$ cat src/rtl/riscv_pkg.sv
// Shared RISC-V core definitions: opcode/funct fields for M-extension decode and
// the state encoding of the iterative multiplier.
package riscv_pkg;

  localparam logic [6:0] OPC_R      = 7'b0110011;
  localparam logic [6:0] F7_MULDIV  = 7'b0000001;

  localparam logic [2:0] F3_MUL     = 3'b000;
  localparam logic [2:0] F3_MULH    = 3'b001;
  localparam logic [2:0] F3_MULHSU  = 3'b010;
  localparam logic [2:0] F3_MULHU   = 3'b011;

  typedef enum logic [1:0] {
    MUL_IDLE = 2'b00,
    MUL_RUN  = 2'b01,
    MUL_SIGN = 2'b10,
    MUL_DONE = 2'b11
  } mul_state_e;

  // rs1 is treated as signed for MULH and MULHSU
  function automatic logic mul_a_signed(input logic [2:0] f3);
    return (f3 == F3_MULH) || (f3 == F3_MULHSU);
  endfunction

  // rs2 is treated as signed for MULH only
  function automatic logic mul_b_signed(input logic [2:0] f3);
    return (f3 == F3_MULH);
  endfunction

endpackage

$ cat src/rtl/twos_abs.sv
// Two's-complement magnitude extractor: returns |x| and the sign when x is
// interpreted as signed; passes x through unchanged when unsigned.
module twos_abs
  import riscv_pkg::*;
#(
  parameter int XLEN = 32
) (
  input  logic [XLEN-1:0] x,
  input  logic            is_signed,
  output logic [XLEN-1:0] mag,
  output logic            sign
);

  // The most negative value maps onto itself, which is its correct unsigned magnitude
  always_comb begin
    sign = is_signed & x[XLEN-1];
    if (sign) begin
      mag = ~x + XLEN'(1);
    end else begin
      mag = x;
    end
  end

endmodule

$ cat src/rtl/mul_unit_seq.sv
// Iterative shift-add RV32M multiplier (MUL/MULH/MULHSU/MULHU), one multiplier bit per cycle.
// Optional macro MUL_EARLY_TERM_EN: leave RUN once the remaining multiplier is zero.
module mul_unit_seq
  import riscv_pkg::*;
#(
  parameter int XLEN = 32
) (
  input  logic            clk,
  input  logic            reset,
  input  logic            start,
  input  logic [2:0]      funct3,
  input  logic [XLEN-1:0] op_a,
  input  logic [XLEN-1:0] op_b,
  output logic            busy,
  output logic            done,
  output logic [XLEN-1:0] result
);

  localparam int CNT_W = $clog2(XLEN);
  localparam int PW    = 2 * XLEN;
  localparam logic [CNT_W-1:0] CNT_LAST = CNT_W'(XLEN - 1);

  mul_state_e      state_r, state_s;
  logic [2:0]      f3_r, f3_s;
  logic [PW-1:0]   mcand_r, mcand_s;
  logic [XLEN-1:0] mult_r, mult_s;
  logic [PW-1:0]   acc_r, acc_s;
  logic [CNT_W-1:0] cnt_r, cnt_s;
  logic            neg_r, neg_s;
  logic [XLEN-1:0] result_r, result_s;
  logic            busy_r, busy_s;
  logic            done_r, done_s;

  logic [XLEN-1:0] mag_a_s, mag_b_s;
  logic            sa_s, sb_s;
  logic [PW-1:0]   sum_s;
  logic [PW-1:0]   prod_s;
  logic            last_s;

  twos_abs #(.XLEN(XLEN)) u_abs_a (
    .x         (op_a),
    .is_signed (mul_a_signed(funct3)),
    .mag       (mag_a_s),
    .sign      (sa_s)
  );

  twos_abs #(.XLEN(XLEN)) u_abs_b (
    .x         (op_b),
    .is_signed (mul_b_signed(funct3)),
    .mag       (mag_b_s),
    .sign      (sb_s)
  );

  assign sum_s = acc_r + mcand_r;

  // Next-state, datapath updates and next values of the registered outputs
  always_comb begin
    state_s  = state_r;
    f3_s     = f3_r;
    mcand_s  = mcand_r;
    mult_s   = mult_r;
    acc_s    = acc_r;
    cnt_s    = cnt_r;
    neg_s    = neg_r;
    result_s = result_r;
    prod_s   = '0;
    last_s   = 1'b0;

    case (state_r)
      MUL_IDLE, MUL_DONE: begin
        if (start) begin
          f3_s = funct3;
          if (funct3[2]) begin
            // divide encodings are not handled here: complete immediately with zero
            result_s = '0;
            state_s  = MUL_DONE;
          end else begin
            mcand_s = {{XLEN{1'b0}}, mag_a_s};
            mult_s  = mag_b_s;
            acc_s   = '0;
            cnt_s   = '0;
            neg_s   = sa_s ^ sb_s;
            state_s = MUL_RUN;
          end
        end else begin
          state_s = MUL_IDLE;
        end
      end

      MUL_RUN: begin
        if (mult_r[0]) begin
          acc_s = sum_s;
        end else begin
          acc_s = acc_r;
        end
        mcand_s = mcand_r << 1;
        mult_s  = mult_r >> 1;
        cnt_s   = cnt_r + CNT_W'(1);
`ifdef MUL_EARLY_TERM_EN
        last_s  = (cnt_r == CNT_LAST) || (mult_r[XLEN-1:1] == '0);
`else
        last_s  = (cnt_r == CNT_LAST);
`endif
        if (last_s) begin
          state_s = MUL_SIGN;
        end else begin
          state_s = MUL_RUN;
        end
      end

      MUL_SIGN: begin
        if (neg_r) begin
          prod_s = ~acc_r + PW'(1);
        end else begin
          prod_s = acc_r;
        end
        if (f3_r == F3_MUL) begin
          result_s = prod_s[XLEN-1:0];
        end else begin
          result_s = prod_s[PW-1:XLEN];
        end
        state_s = MUL_DONE;
      end

      default: begin
        state_s = MUL_IDLE;
      end
    endcase

    busy_s = (state_s == MUL_RUN) || (state_s == MUL_SIGN);
    done_s = (state_s == MUL_DONE);
  end

  // State, datapath and output registers; reset abandons any operation in flight
  always_ff @(posedge clk or posedge reset) begin
    if (reset) begin
      state_r  <= MUL_IDLE;
      f3_r     <= 3'b000;
      mcand_r  <= '0;
      mult_r   <= '0;
      acc_r    <= '0;
      cnt_r    <= '0;
      neg_r    <= 1'b0;
      result_r <= '0;
      busy_r   <= 1'b0;
      done_r   <= 1'b0;
    end else begin
      state_r  <= state_s;
      f3_r     <= f3_s;
      mcand_r  <= mcand_s;
      mult_r   <= mult_s;
      acc_r    <= acc_s;
      cnt_r    <= cnt_s;
      neg_r    <= neg_s;
      result_r <= result_s;
      busy_r   <= busy_s;
      done_r   <= done_s;
    end
  end

  assign busy   = busy_r;
  assign done   = done_r;
  assign result = result_r;

endmodule

$ cat config.mk
export PLATFORM = sky130hd
export DESIGN_NAME = mul_unit_seq
export DESIGN_NICKNAME = d
export VERILOG_FILES = /design/src/rtl/riscv_pkg.sv /design/src/rtl/twos_abs.sv /design/src/rtl/mul_unit_seq.sv
export SDC_FILE = /design/constraint.sdc
export NUM_CORES = 1
export LEC_CHECK = 0
export CAP_MARGIN = 20
export CORE_MARGIN = 10
export CORE_UTILIZATION = 35
export DETAILED_ROUTE_END_ITERATION = 12
export GPL_ROUTABILITY_DRIVEN = 0
export SYNTH_ARGS = -nofsm -noshare
export SYNTH_HDL_FRONTEND = slang
export SYNTH_SLANG_ARGS = --single-unit
$ cat constraint.sdc
create_clock -name clk -period 7.9 [get_ports clk]
set_clock_uncertainty 0.15 [all_clocks]
set_input_delay 1.975 -clock clk [delete_from_list [all_inputs] [get_ports clk]]
set_output_delay 1.975 -clock clk [all_outputs]
set_load 0.1 [all_outputs]
# After elaboration in Yosys (flattened, before gate mapping)
# Index checks and enable logic that the tools add are counted.
[totals]
word_cells = 71
in_bits = 70
out_inout_bits = 34
register_bits = 205
[classes]
reduce_logical = 12
n_mux = 24
n_addsub = 5
eq_ne = 13
bitwise_logic = 7
[op_table]
columns = ["cell", "n"]
rows = [
  ["$mux 64", 6],
  ["$pmux 64 s2", 2],
  ["$mux 32", 7],
  ["$pmux 32 s2", 2],
  ["$add 32x1->32 const B", 2],
  ["$add 64x1->64 const B", 1],
  ["$add 64x64->64", 1],
  ["$not 32->32", 2],
  ["$not 64->64", 1],
  ["$mux 5", 2],
  ["$pmux 5 s2", 1],
  ["$reduce_and 3->1", 3],
  ["$eq 2x2->1 const B", 4],
  ["$ne 2x2->1 const B", 4],
  ["$mux 2", 3],
  ["$pmux 2 s3", 1],
  ["$add 5x1->5 const B", 1],
  ["$eq 5x5->1 const B", 1],
  ["$eq 2x1->1 const B", 2],
  ["$reduce_and 4->1", 1],
  ["$reduce_bool 2->1", 2],
  ["$eq 3x1->1 const B", 1],
  ["$eq 3x2->1 const B", 1],
  ["$logic_not 3->1", 1],
  ["7 further kinds", 9],
]

# Longest topological paths before layout
[depth]
word_depth = 7
ltp_mapped = 14
ltp_nobuf = 14

# Modules after synthesis
# Synthesis repeated with hierarchy kept, for this count alone.
[hier_totals]
cells_unflattened = 1830
hier_area_um2 = 15112.0
[by_module_without_submodules]
columns = ["module", "area_per_inst_um2", "instances", "seq_area_each_um2", "cells_per_inst"]
rows = [
  ["mul_unit_seq", 13698.1, 1, 5129.9, 1618],
  ["twos_abs", 706.9, 2, 0.0, 106],
]

# Worst setup path before layout
# OpenSTA, ideal clock, no wires.
[synth_path]
path_kind = "input-to-reg"
from = "input op_b[10]"
to = "register mult_r[17]"
cell_stages = 9
path_buffers = 0
required_time_ns = 7.617
slack_ns = 3.537
arrival_ns = 4.080
setup_ns = 0.133
path_cell_list = "or4_1 or3_1 or2_2 or2_2 o41ai_1 xor2_1 nor2_1 a21oi_1 o21ai_0"
[synth_via]
elab_chain_cells = 6
[synth_lines]
columns = ["item", "line", "rtl"]
rows = [
  ["start, declared", "mul_unit_seq.sv:13", "input logic [XLEN-1:0] op_b,"],
  ["$not 32->32", "twos_abs.sv:18", "mag = ~x + XLEN'(1);"],
  ["$add 32x1->32", "twos_abs.sv:18", ""],
  ["$mux 32", "twos_abs.sv:17", "if (sign) begin"],
  ["$mux 32", "mul_unit_seq.sv:73", "if (funct3[2]) begin"],
  ["$mux 32", "mul_unit_seq.sv:71", "if (start) begin"],
  ["$pmux 32 s2", "mul_unit_seq.sv:69", "case (state_r)"],
  ["end signal, assigned", "mul_unit_seq.sv:151", "mult_r <= mult_s;"],
  ["end, declared", "mul_unit_seq.sv:26", "logic [XLEN-1:0] mult_r, mult_s;"],
]
# No other way between the ends. The select of a mux whose other input is x is not followed.
# A chain may end at the register's enable or synchronous reset.

# Worst setup path in the final report
[layout_path]
from = "register mcand_r[0]"
to = "register acc_r[62]"
[layout_via]
elab_chain_cells = 3
[layout_lines]
columns = ["item", "line", "rtl"]
rows = [
  ["start, declared", "mul_unit_seq.sv:25", "logic [PW-1:0] mcand_r, mcand_s;"],
  ["start signal, assigned", "mul_unit_seq.sv:150", "mcand_r <= mcand_s;"],
  ["$add 64x64->64", "mul_unit_seq.sv:54", "assign sum_s = acc_r + mcand_r;"],
  ["$mux 64", "mul_unit_seq.sv:91", "if (mult_r[0]) begin"],
  ["$pmux 64 s2", "mul_unit_seq.sv:69", ""],
  ["end signal, assigned", "mul_unit_seq.sv:152", "acc_r <= acc_s;"],
  ["end, declared", "mul_unit_seq.sv:27", "logic [PW-1:0] acc_r, acc_s;"],
]
# No other way between the ends. The select of a mux whose other input is x is not followed.

==> results.sh <==
export IMPL_seqPwrFrac=0.259
export IMPL_dr_pass1_iters=5
export IMPL_track_usage=0.160
export IMPL_nets=2020
export IMPL_dp_cells=2383
export IMPL_cp_data_required_time_ps=8190
export IMPL_yosysTopAreaCellShare=0.354
export IMPL_hold_viol=0
export IMPL_path_clk_slew_ps=60
export IMPL_cts_buffers=25
export IMPL_synth_cell_types=65
export IMPL_synthFlopType="dfrtp_1"
export IMPL_tightestPinTransition_ps=1010
export IMPL_grt_pass1_wl_um=67000
export IMPL_drtIter0Drc=952
export IMPL_slew_headroom=0.327
export IMPL_via_per_inst=5.41
export IMPL_dieArea_um2=49900
export IMPL_outcome="complete, no violations"
export IMPL_syn_avg_cell_area_um2=7.89
export IMPL_ys_seq_elements=205
export IMPL_ys_top_cells_by_area="dfrtp_1 35%, nand2_1 7.8%, o21ai_0 7.7%"
export IMPL_synthesis_area_um2=14500
export IMPL_wirelength_um=41100
export IMPL_grt_max_degree=119
export IMPL_grt_pass1_vias=12600
export IMPL_switching_share=0.504
export IMPL_r2r_cells=14
export IMPL_cp_buffers_inverters=1
export IMPL_fin_setup_tns_ps=0
export IMPL_worstReg2RegStart="mcand_r[0]$_DFFE_PP0P_"
export IMPL_rsz0062_at_grt="no"
export IMPL_drc_errors=0
export IMPL_antenna_found_initial=6
export IMPL_core_area_um2=40800
export IMPL_worstSetupEndpointType="register"
export IMPL_placed_cell_area_um2=15900
export IMPL_critPathKind="reg -> reg"
export IMPL_p_clk_frac=0.168
export IMPL_p_int_mw=3.29
export IMPL_cts_htree_levels=1
export IMPL_ir_drop_uv=218
export IMPL_die_w_um=223
export IMPL_cp_cell_sequence="ha_1 > inv_1 > fa_1 > nand2b_1 > a21oi_1 > o41a_1 > a31oi_1 > o21ai_1 > nand2_1 > a211o_1 > a211oi_1 > o2111ai_1 > and3_1 > o31ai_1"
export IMPL_ys_warnings_count=0
export IMPL_p_total_mw=6.62
export IMPL_die_h_um=223
export IMPL_post_cts_buffers=0
export IMPL_grt_remaining_overflow=0
export IMPL_crit_cells=14
export IMPL_hold_path_class="reg -> reg"
export IMPL_vias=13100
export IMPL_areaGrowthSynthToFinish_pct=15.5
export IMPL_synth_nets=1978
export IMPL_cts_sinks=205
export IMPL_final_cells=2430
export IMPL_final_min_clock_period_ps=4650
export IMPL_fill_cells=4126
export IMPL_fin_util=0.410
export IMPL_portBuffers=103
export IMPL_setup_viol=0
export IMPL_combinationalPowerShare=0.573
export IMPL_max_clock_path_buffers=3
export IMPL_holdBufCountCts=0
export IMPL_yosysMostFrequentCell="nand2_1"
export IMPL_r2r_slack_ps=3250
export IMPL_p_leak_nw=7.28
export IMPL_start_util=0.355
export IMPL_io_pins=104
export IMPL_synth_edff_count=0
export IMPL_ys_seq_area_frac=0.354
export IMPL_clockRootBuffer="clkbuf_16"
export IMPL_cp_top_family="compound AO/OA/AOI/OAI gates"
export IMPL_fmax_mhz=215
export IMPL_worstPathMaxFanout=5
export IMPL_synthArstFlopShare=1.00
export IMPL_power_density_nw_per_um2=396
export IMPL_post_cts_resized=0
export IMPL_synth_common_cells="301 x nand2_1, 222 x o21ai_0, 205 x dfrtp_1"
export IMPL_hpwl_um=30700
export IMPL_switchingPower_mw=3.34
export IMPL_worst_ep_arrival_time_ps=4940
export IMPL_slowest_delay_ps=750
export IMPL_worstHoldStart="mult_r[9]$_DFFE_PP0P_"
export IMPL_ant_nets=0
export IMPL_crit_path_start_kind="register"
export IMPL_r2r_end="acc_r[62]$_DFFE_PP0P_"
export IMPL_num_rows=74
export IMPL_wl_per_cell_um=16.9
export IMPL_drive_above_1_share=0.0396
export IMPL_slew_viol_final=0
export IMPL_cts_tree="built"
export IMPL_maxCapViolCount=0
export IMPL_fin_crit_sh=0.589
export IMPL_min_path_cells=2
export IMPL_synth_area_leader_cell="dfrtp_1"
export IMPL_critPathSlowestCell="a211oi_1"
export IMPL_finish_instance_area_um2=16700
export IMPL_holdPathEnd="mult_r[9]$_DFFE_PP0P_"
export IMPL_clk_latency_ps=530
export IMPL_synthCells=1836
## placed cells by master, fill, tap and decap left out, types with 11 or more instances in the layout
master	count
nand2_1	301
o21ai_0	222
dfrtp_1	204
a21oi_1	194
nor2_1	147
clkdlybuf4s50_1	103
xor2_1	87
xnor2_1	73
ha_1	70
nand3_1	58
inv_1	33
or3_1	27
o31ai_1	25
a31oi_1	25
clkbuf_16	25
a21o_1	24
nor3_1	22
and3_1	19
nand4_1	16
o21bai_1	15
nand2b_1	14
buf_4	13
or4_1	12
nor4_1	12
o211ai_1	12
o41ai_1	11
a22o_1	11
## worst max-delay path by stage
stage | startpoint | end | slack [ps]
finish | mcand_r[0]$_DFFE_PP0P_ | acc_r[62]$_DFFE_PP0P_ | 3250
global route | op_a[3] | mcand_r[29]$_DFFE_PP0P_ | 2930
CTS | op_a[3] | mcand_r[29]$_DFFE_PP0P_ | 3320
detailed placement | op_a[3] | mcand_r[29]$_DFFE_PP0P_ | 2770
global placement | op_a[3] | mcand_r[29]$_DFFE_PP0P_ | 2770
floorplan | reset | acc_r[0]$_DFFE_PP0P_ | 180
## per-layer routing
| metal | vias to the layer above | routed length (um) | track usage |
|---|---|---|---|
| li1 | 6629 | - | - |
| met4 | 6 | 874 | 0.0377 |
| met1 | 6126 | 20100 | 0.225 |
| met3 | 61 | 2710 | 0.0401 |
| met5 | - | 39 | 0 |
| met2 | 321 | 17400 | 0.240 |
## flip-flops by register name, indices dropped and copies added, names as in the netlist
signal	count
done	1
cnt_r	5
result	32
mult_r	32
neg_r	1
mcand_r	64
acc_r	64
busy	1
f3_r	3
state_r	2
## worst reg2reg max path: stages, from the launching register on
cell       delay (ps)
dfrtp_1           490
ha_1              220
inv_1              50
fa_1              370
nand2b_1          200
a21oi_1           220
o41a_1            270
a31oi_1           180
o21ai_1           410
nand2_1           150
a211o_1           340
a211oi_1          750
o2111ai_1         280
and3_1            250
o31ai_1           220
## cell families (layout without fill, tap and decap cells)
kind of cell	count (synthesis)	in the layout	share of synthesized area
buffers and inverters	136	194	0.0364
and+or+nand+nor	662	662	0.205
xor gates and xnor gates	160	160	0.0968
other	0	4	0
adders and majority gates	72	72	0.0627
DFF	205	205	0.354
muxes	6	6	0.00441
AOI/OAI and AO/OA	595	595	0.240
## cell type report
| class | instances | area [um2] | area share |
|---|---|---|---|
| Antenna cell | 4 | 10.0 | 0.000598 |
| Clock buffer | 35 | 683 | 0.0408 |
| Clock inverter | 8 | 90.1 | 0.00539 |
| Multi-Input combinational cell | 1495 | 8880 | 0.531 |
| Sequential cell | 205 | 5130 | 0.307 |
| Inverter | 35 | 139 | 0.00830 |
| Timing Repair Buffer | 116 | 1130 | 0.0675 |
| Tap cell | 532 | 666 | 0.0398 |
## power groups by stage
| stage | registers (mW) | clock network, mW | logic (mW) |
|---|---|---|---|
| after floorplan | 2.05 | 0 | 2.49 |
| after detailed placement | 1.72 | 0 | 3.78 |
| after CTS | 1.71 | 1.15 | 3.79 |
| after global routing | 1.76 | 1.19 | 4.21 |
| after global placement | 1.72 | 0 | 3.73 |
| final | 1.71 | 1.11 | 3.80 |
## stage by stage
| stage | hold WS [ps] | setup slack, ps |
|---|---|---|
| floorplan | 295 | 179 |
| CTS | 329 | 3320 |
| finish | 327 | 3250 |
| detailed placement | 316 | 2770 |
| global placement | 308 | 2770 |
| global route | 348 | 2930 |
(Power assumes the default switching activity.)
